## config.mk

```make
export PLATFORM = sky130hd
export DESIGN_NAME = mulberry_div_slave
export DESIGN_NICKNAME = d
export VERILOG_FILES = /design/src/rtl/mulberry_div_slave.sv
export SDC_FILE = /design/constraint.sdc
export NUM_CORES = 1
export LEC_CHECK = 0
export ABC_AREA = 1
export CAP_MARGIN = 20
export CORE_AREA = 2 2 166 119
export CTS_CLUSTER_DIAMETER = 40
export DETAILED_ROUTE_END_ITERATION = 8
export DIE_AREA = 0 0 168 121
export PLACE_DENSITY_LB_ADDON = 0.05
export SYNTH_ARGS = -nofsm -noshare
export SYNTH_HDL_FRONTEND = slang
export SYNTH_SLANG_ARGS = --single-unit
```

## constraint.sdc

```tcl
create_clock -name clk_ir -period 7 [get_ports clk_ir]
set_clock_uncertainty 0.2 [all_clocks]
set_input_delay 0.7 -clock clk_ir [delete_from_list [all_inputs] [get_ports clk_ir]]
set_output_delay 0.7 -clock clk_ir [all_outputs]
set_load 0.02 [all_outputs]
```

## src/rtl/mulberry_div_slave.sv

```systemverilog
// Mulberry bus SID_DIV slave: iterative restoring unsigned divider producing one
// quotient bit per cycle and returning {quotient, remainder} tagged with the requesting MID.
package mulberry_div_slave_pkg;
  localparam int unsigned MID_W = 3;
  typedef logic [MID_W-1:0] mid_t;
  localparam mid_t MID_IDLE       = 3'd0;
  localparam mid_t MID_GPU_CORE   = 3'd1;
  localparam mid_t MID_GPU_LB     = 3'd2;
  localparam mid_t MID_ANTI_ALIAS = 3'd3;
endpackage

module mulberry_div_slave
  import mulberry_div_slave_pkg::*;
#(
  parameter int unsigned P_BUS_DATA_W = 32
) (
  input  logic                    clk_ir,
  input  logic                    rst_il,
  output logic                    busy_o,
  input  logic [P_BUS_DATA_W-1:0] req_data,
  input  mid_t                    req_mid,
  output logic [P_BUS_DATA_W-1:0] rsp_data,
  output mid_t                    rsp_mid
);
  localparam int unsigned N  = P_BUS_DATA_W / 2;
  localparam int unsigned CW = (N > 1) ? $clog2(N) : 1;

  typedef enum logic [1:0] {S_IDLE, S_CALC, S_RSP} state_t;

  state_t        state;
  logic [CW-1:0] cnt;
  logic [N-1:0]  dvd;   // unconsumed dividend bits on top, quotient bits enter at the bottom
  logic [N-1:0]  dvs;
  logic [N-1:0]  rem;
  mid_t          mid;
  logic          dz;    // divide-by-zero result still to be published from RSP

  logic [N:0]    trial;
  logic [N:0]    diff;
  logic          ge;
  logic [N-1:0]  rem_nx;
  logic [N-1:0]  dvd_nx;

  // One restoring step: borrow out of the N+1 bit subtract means trial < divisor.
  always_comb begin
    trial  = {rem, dvd[N-1]};
    diff   = trial - {1'b0, dvs};
    ge     = ~diff[N];
    rem_nx = ge ? diff[N-1:0] : trial[N-1:0];
    dvd_nx = {dvd[N-2:0], ge};
  end

  always_ff @(posedge clk_ir or negedge rst_il) begin
    if (!rst_il) begin
      state    <= S_IDLE;
      cnt      <= '0;
      dvd      <= '0;
      dvs      <= '0;
      rem      <= '0;
      mid      <= MID_IDLE;
      dz       <= 1'b0;
      busy_o   <= 1'b0;
      rsp_data <= '0;
      rsp_mid  <= MID_IDLE;
    end else begin
      case (state)
        S_IDLE: begin
          if (req_mid != MID_IDLE) begin
            dvd    <= req_data[P_BUS_DATA_W-1:N];
            dvs    <= req_data[N-1:0];
            mid    <= req_mid;
            rem    <= '0;
            cnt    <= '0;
            busy_o <= 1'b1;
            if (req_data[N-1:0] == '0) begin
              dz    <= 1'b1;
              state <= S_RSP;
            end else begin
              state <= S_CALC;
            end
          end
        end
        S_CALC: begin
          dvd <= dvd_nx;
          rem <= rem_nx;
          cnt <= cnt + CW'(1);
          if (cnt == CW'(N - 1)) begin
            rsp_data <= {dvd_nx, rem_nx};
            rsp_mid  <= mid;
            state    <= S_RSP;
          end
        end
        S_RSP: begin
          // Divide-by-zero spends one extra RSP cycle so its result lands one edge after capture.
          if (dz) begin
            dz       <= 1'b0;
            rsp_data <= {{N{1'b1}}, dvd};
            rsp_mid  <= mid;
          end else begin
            rsp_data <= '0;
            rsp_mid  <= MID_IDLE;
            busy_o   <= 1'b0;
            state    <= S_IDLE;
          end
        end
        default: state <= S_IDLE;
      endcase
    end
  end
endmodule

```

# Word-level counts from Yosys, hierarchy flattened
# Index checks and enable logic that the tools add are counted.
# totals
reg_bits	94
inputBits	37
output_inout_bits	36
# op_classes
add_sub_neg	2
eq_ne	7
muxes	24
bitwise_logic	1
reduce_logical	12
# op_table
op	n
$mux 32	2
$pmux 16 s2	2
$pmux 32 s2	1
$mux 16	3
$sub 17x16->17	1
$logic_not 16->1	1
$reduce_and 3->1	3
$mux 2	4
$ne 2x2->1 const B	4
$pmux 4 s2	1
$mux 3	2
$pmux 2 s3	1
$pmux 3 s2	1
$reduce_and 2->1	3
$reduce_bool 2->1	3
$add 4x1->4 const B	1
$eq 4x4->1 const B	1
$mux 1	4
$mux 4	1
$pmux 1 s2	2
$reduce_bool 3->1	1
$eq 2x1->1 const B	1
$eq 2x2->1 const B	1
$logic_not 2->1	1
$not 1->1	1

# Longest topological paths before layout
# logic_depth
ltp_word	4
ltp_mapped	16
ltp_nobuf	16

# Worst setup path after synthesis
# OpenSTA, ideal clock, no wires.
# synth_timing
path_kind	reg2reg
from	reg dvd[15]
to	reg rem[6]
arrival_ns	1.987
required_ns	6.674
slack_ns	4.687
path_stages_with_launch	17
n_path_buf	1
period_less_slack_ns	2.313
path_cell_list	dfrtp_1 inv_1 ha_1 fa_1 inv_1 nand2_1 nand2_1 nand3_1 nand2_2 nand2_2 nand2_2 nand2_4 nand2_8 buf_12 nand2_2 nand3_1 o21ai_0
# synth_via
elab_chain_len	3
# synth_lines
item	line	rtl
start: declaration	32	logic [N-1:0] dvd;
start signal: assignment	69	dvd <= req_data[P_BUS_DATA_W-1:N];
start signal: assignment	84	dvd <= dvd_nx;
$sub 17x16->17	47	diff = trial - {1'b0, dvs};
$mux 16	49	rem_nx = ge ? diff[N-1:0] : trial[N-1:0];
$pmux 16 s2	66	case (state)
end signal: assignment	85	rem <= rem_nx;
end: declaration	34	logic [N-1:0] rem;
# Every way passes these cells.
# A chain may end at the register's enable or synchronous reset.

# Final worst setup path
# layout_timing
from	reg state[0]
to	reg rsp_data[18]
# layout_via
elab_chain_len	3
word_cells_on_any_way	6
classes_between	eq/ne (3); mux (1); reduce/logical (2)
# layout_lines
item	line	rtl
start: declaration	30	state_t state;
start signal: assignment	55	state <= S_IDLE;
start signal: assignment	77	state <= S_RSP;
start signal: assignment	79	state <= S_CALC;
$eq 2x1->1 or $eq 2x2->1 (tied branches)	66	
$ne 2x2->1 (no source line) or $reduce_bool 2->1 (tied branches)	-	
$reduce_and 2->1 (no source line)	-	
end signal: assignment	88	rsp_data <= {dvd_nx, rem_nx};
end signal: assignment	97	rsp_data <= {{N{1'b1}}, dvd};
end: declaration	22	output logic [P_BUS_DATA_W-1:0] rsp_data,
# Several ways; a longest one is shown, not always the timed one.

==> flow_summary_export.csv <==
group,metric,value,unit
layout,final_nets,829,
layout,antenna_cells,0,
worst_setup_path,worstReg2RegStart,"state[0]$_DFFE_PN0P_",
sta,grt_setup_unrepaired,"false",
die,die_x,168,um
place,port_buffers,72,
worst_setup_path,reg2reg_to,"rsp_data[18]$_DFFE_PN0P_",
clock_network,postCtsSetupRepairBufs,0,
logic_synthesis,post_synth_num_cell_types,41,
layout,area_delta_synth_final,21.0,%
sta,max_slew.worst_pin.slew,0.853,ns
die,start_util,29.8,%
power,p_total,3.59,mW
sta,timing.final.setup_violations,0,
global_routing,grt_start_max_net_pins,65,
worst_setup_path,timing.critical_path.max_delay_family,"buffers and inverters",
clock_network,hold_buffers,0,
logic_synthesis,syn-cell-area,5560,um2
logic_synthesis,ys_async_sr_fraction,100,%
clock_network,clock_tree.buffer_depth,2,
detailed_routing,wirelength,16100,um
worst_setup_path,critical_path.max_stage_delay,0.48,ns
layout,fill_cell_count,1951,
global_routing,first_global_vias,4750,
clock_network,clock-sinks,94,
detailed_routing,via_count_of_the_routed_design,4687,
power,p_leak,3.38,nW
sta,timing.setup.tns,0,ns
worst_setup_path,cp_common_cell,"nor2_2",
sta,final-hold-violation-count,0,
place,dpl.hpwl,12100,um
logic_synthesis,avgSynthCellArea,7.80,um2
flow_run,maxCapViolCount,0,
clock_network,h-tree-depth,3,
detailed_routing,avgViaCountPerCell,4.59,
logic_synthesis,synthesis.instances,713,
logic_synthesis,ys_ff_latch,94,
clock_network,root_buffer,"clkbuf_16",
worst_setup_path,critical_path_arrival,3.01,ns
logic_synthesis,synth-warning-count,0,
global_routing,grt_first_pass_wirelength,26000,um
sta,timing_max_transition_violations_final,0,
worst_setup_path,critical_path_required,7.06,ns
place,gp_congestion,0.855,
clock_network,worst_setup_hold_path_clk_slew,0.07,ns
worst_setup_path,timing.critical_path.cells,"inv_1 > nor2_2 > buf_4 > inv_1 > nor2_2 > nor2_2 > buf_4 > clkinv_2 > nor2_1 > a31oi_1",
detailed_routing,drt-pass1-iter-count,4,
worst_setup_path,worst-r2r-setup-slack,4.04,ns
sta,final.period_utilization,42.2,%
clock_network,cts_tree,"done",
logic_synthesis,syn-num-nets,768,
worst_setup_path,worst-r2r-cell-count,10,
detailed_routing,drtIter0Drc,293,
worst_setup_path,crit_slowest_cell,"clkinv_2",
logic_synthesis,netlist.top_cell.by_area,"dfrtp_1",
status,run_status,"complete, no violations",
logic_synthesis,synth_edf_count,0,
die,core_region_area,18700,um2
worst_setup_path,worst_setup_path_end_kind,"flip-flop",
worst_setup_path,timing.setup.critical_path_class,"flip-flop to flip-flop",
logic_synthesis,synth_area_leaders,"dfrtp_1 (42%), nand2_1 (12%), inv_1 (7.4%)",
clock_network,clock_insertion_delay_worst_skew,0.35,ns
worst_setup_path,crit_buf_inv,5,
logic_synthesis,synth_ff_type,"dfrtp_1",
detailed_routing,drc_errors,0,
global_routing,gr-total-overflow,0,
power,vdd_drop_max,0.145,mV
sta,maximum_clock_rate,338,MHz
die,io_pins,73,
die,die_h,121,um
clock_network,number_of_instances_resized_during_post_cts_repair,0,
sta,maxSlewHeadroom,43.2,%
logic_synthesis,synth_commonest_cells,"nand2_1 (172), inv_1 (110), dfrtp_1 (94)",
logic_synthesis,synthMostInstantiatedCell,"nand2_1",
worst_setup_path,startpoint_type_of_the_worst_setup_path,"flip-flop",
layout,layout-drive-gt1-share,10.3,%
sta,period_needed,2.96,ns
logic_synthesis,post-synth-top-area-fraction,42.3,%
clock_network,cts_made_buffers,9,
detailed_routing,detail_route.wl_per_cell,15.7,um
power,power-per-cell-area,533,nW/um2
global_routing,antenna_found_initial,0,
die,row_count,42,
logic_synthesis,synth-seq-area-share,42.3,%
global_routing,grt.total_usage,16.5,%
detailed_routing,ant_nets,0,
die,die-area,20300,um2
worst_setup_path,cp_max_fo,49,
worst_hold_path,min_path_type,"input port to async pin",
[per-layer routing]
layer | track usage [%] | share of wire [%] | wire (um) | up-vias
met5 | 0 | 0 | 0 | -
met4 | 3.53 | 0.72 | 116 | 0
met3 | 3.03 | 3.6 | 583 | 7
met2 | 24.0 | 42 | 6680 | 87
met1 | 25.1 | 54 | 8690 | 2185
li1 | - | - | - | 2408
[cells in the final DEF, fill, tap and decap left out, types with 17 or more instances in the layout]
cell type | synthesis | routed
nand2_1 | 172 | 172
inv_1 | 110 | 110
dfrtp_1 | 94 | 94
clkdlybuf4s50_1 | 0 | 71
nor2_1 | 58 | 58
o21ai_0 | 40 | 40
a21oi_1 | 40 | 40
nand3_1 | 34 | 34
nand3_2 | 20 | 20
ha_1 | 17 | 17
[per-stage QoR]
step / setup WS (ns) / cell area, um2 / util [%] / hold slack [ns] / std cells
6_report: 4.04 / 6730 / 36.1 / 0.0930 / 1021
5_1_grt: 3.77 / 6730 / 36.1 / 0.118 / 1021
4_1_cts: 4.06 / 6730 / 36.1 / 0.0974 / 1021
3_5_place_dp: 3.99 / 6430 / 34.5 / 0.277 / 1005
3_3_place_gp: 4.03 / 6430 / 34.5 / 0.272 / 1005
2_1_floorplan: 4.69 / 5560 / - / 0.204 / 713
[layout make-up]
type | instances | area (um2) | area share, %
clock buffers | 12 | 256 | 3.81
clock inverters | 4 | 37.5 | 0.558
inverters | 112 | 422 | 6.27
multi-input cells | 479 | 2590 | 38.6
flip-flops and latches | 94 | 2350 | 35.0
well taps | 242 | 303 | 4.50
repair buffers | 78 | 763 | 11.3
[how the worst max path moves through the flow]
stage | cells after the start | end | startpoint | slack, ns
2_1_floorplan | 16 | rem[6]$_DFFE_PN0P_ | dvd[15]$_DFFE_PN0P_ | 4.69
4_1_cts | 10 | rsp_data[22]$_DFFE_PN0P_ | state[0]$_DFFE_PN0P_ | 4.06
5_1_grt | 10 | rsp_data[18]$_DFFE_PN0P_ | state[0]$_DFFE_PN0P_ | 3.77
6_report | 10 | rsp_data[18]$_DFFE_PN0P_ | state[0]$_DFFE_PN0P_ | 4.04
3_5_place_dp | 10 | dvd[0]$_DFFE_PN0P_ | req_mid[0] | 3.99
3_3_place_gp | 10 | dvd[0]$_DFFE_PN0P_ | req_mid[0] | 4.03
[registers in the layout, summed over array words and instances, names as in the netlist]
| signal | cells |
|---|---|
| rsp_mid | 3 |
| state | 2 |
| rem | 16 |
| dvd | 16 |
| dvs | 16 |
| busy_o | 1 |
| dz | 1 |
| cnt | 4 |
| rsp_data | 32 |
| mid | 3 |
[report_power, final]
part / switching, mW / internal (mW) / leakage, nW / total, mW
clock: 0.228 / 0.267 / 0.146 / 0.494
sequential: 0.171 / 0.803 / 1.12 / 0.974
combinational: 1.34 / 0.778 / 2.12 / 2.12
[cells by family (layout without fill, tap and decap cells)]
| kind of cell | count (synthesis) | count (layout) | synth area share [%] |
|---|---|---|---|
| AND/OR/NAND/NOR | 323 | 323 | 27.3 |
| XOR/XNOR | 8 | 8 | 1.26 |
| multiplexers | 1 | 1 | 0.203 |
| adder cells (fa/ha/maj) | 18 | 18 | 4.19 |
| buffers and inverters | 140 | 206 | 11.0 |
| AO/OA/AOI/OAI | 129 | 129 | 13.7 |
| flip-flops | 94 | 94 | 42.3 |
Note: power is estimated with default switching activity, not from simulation.
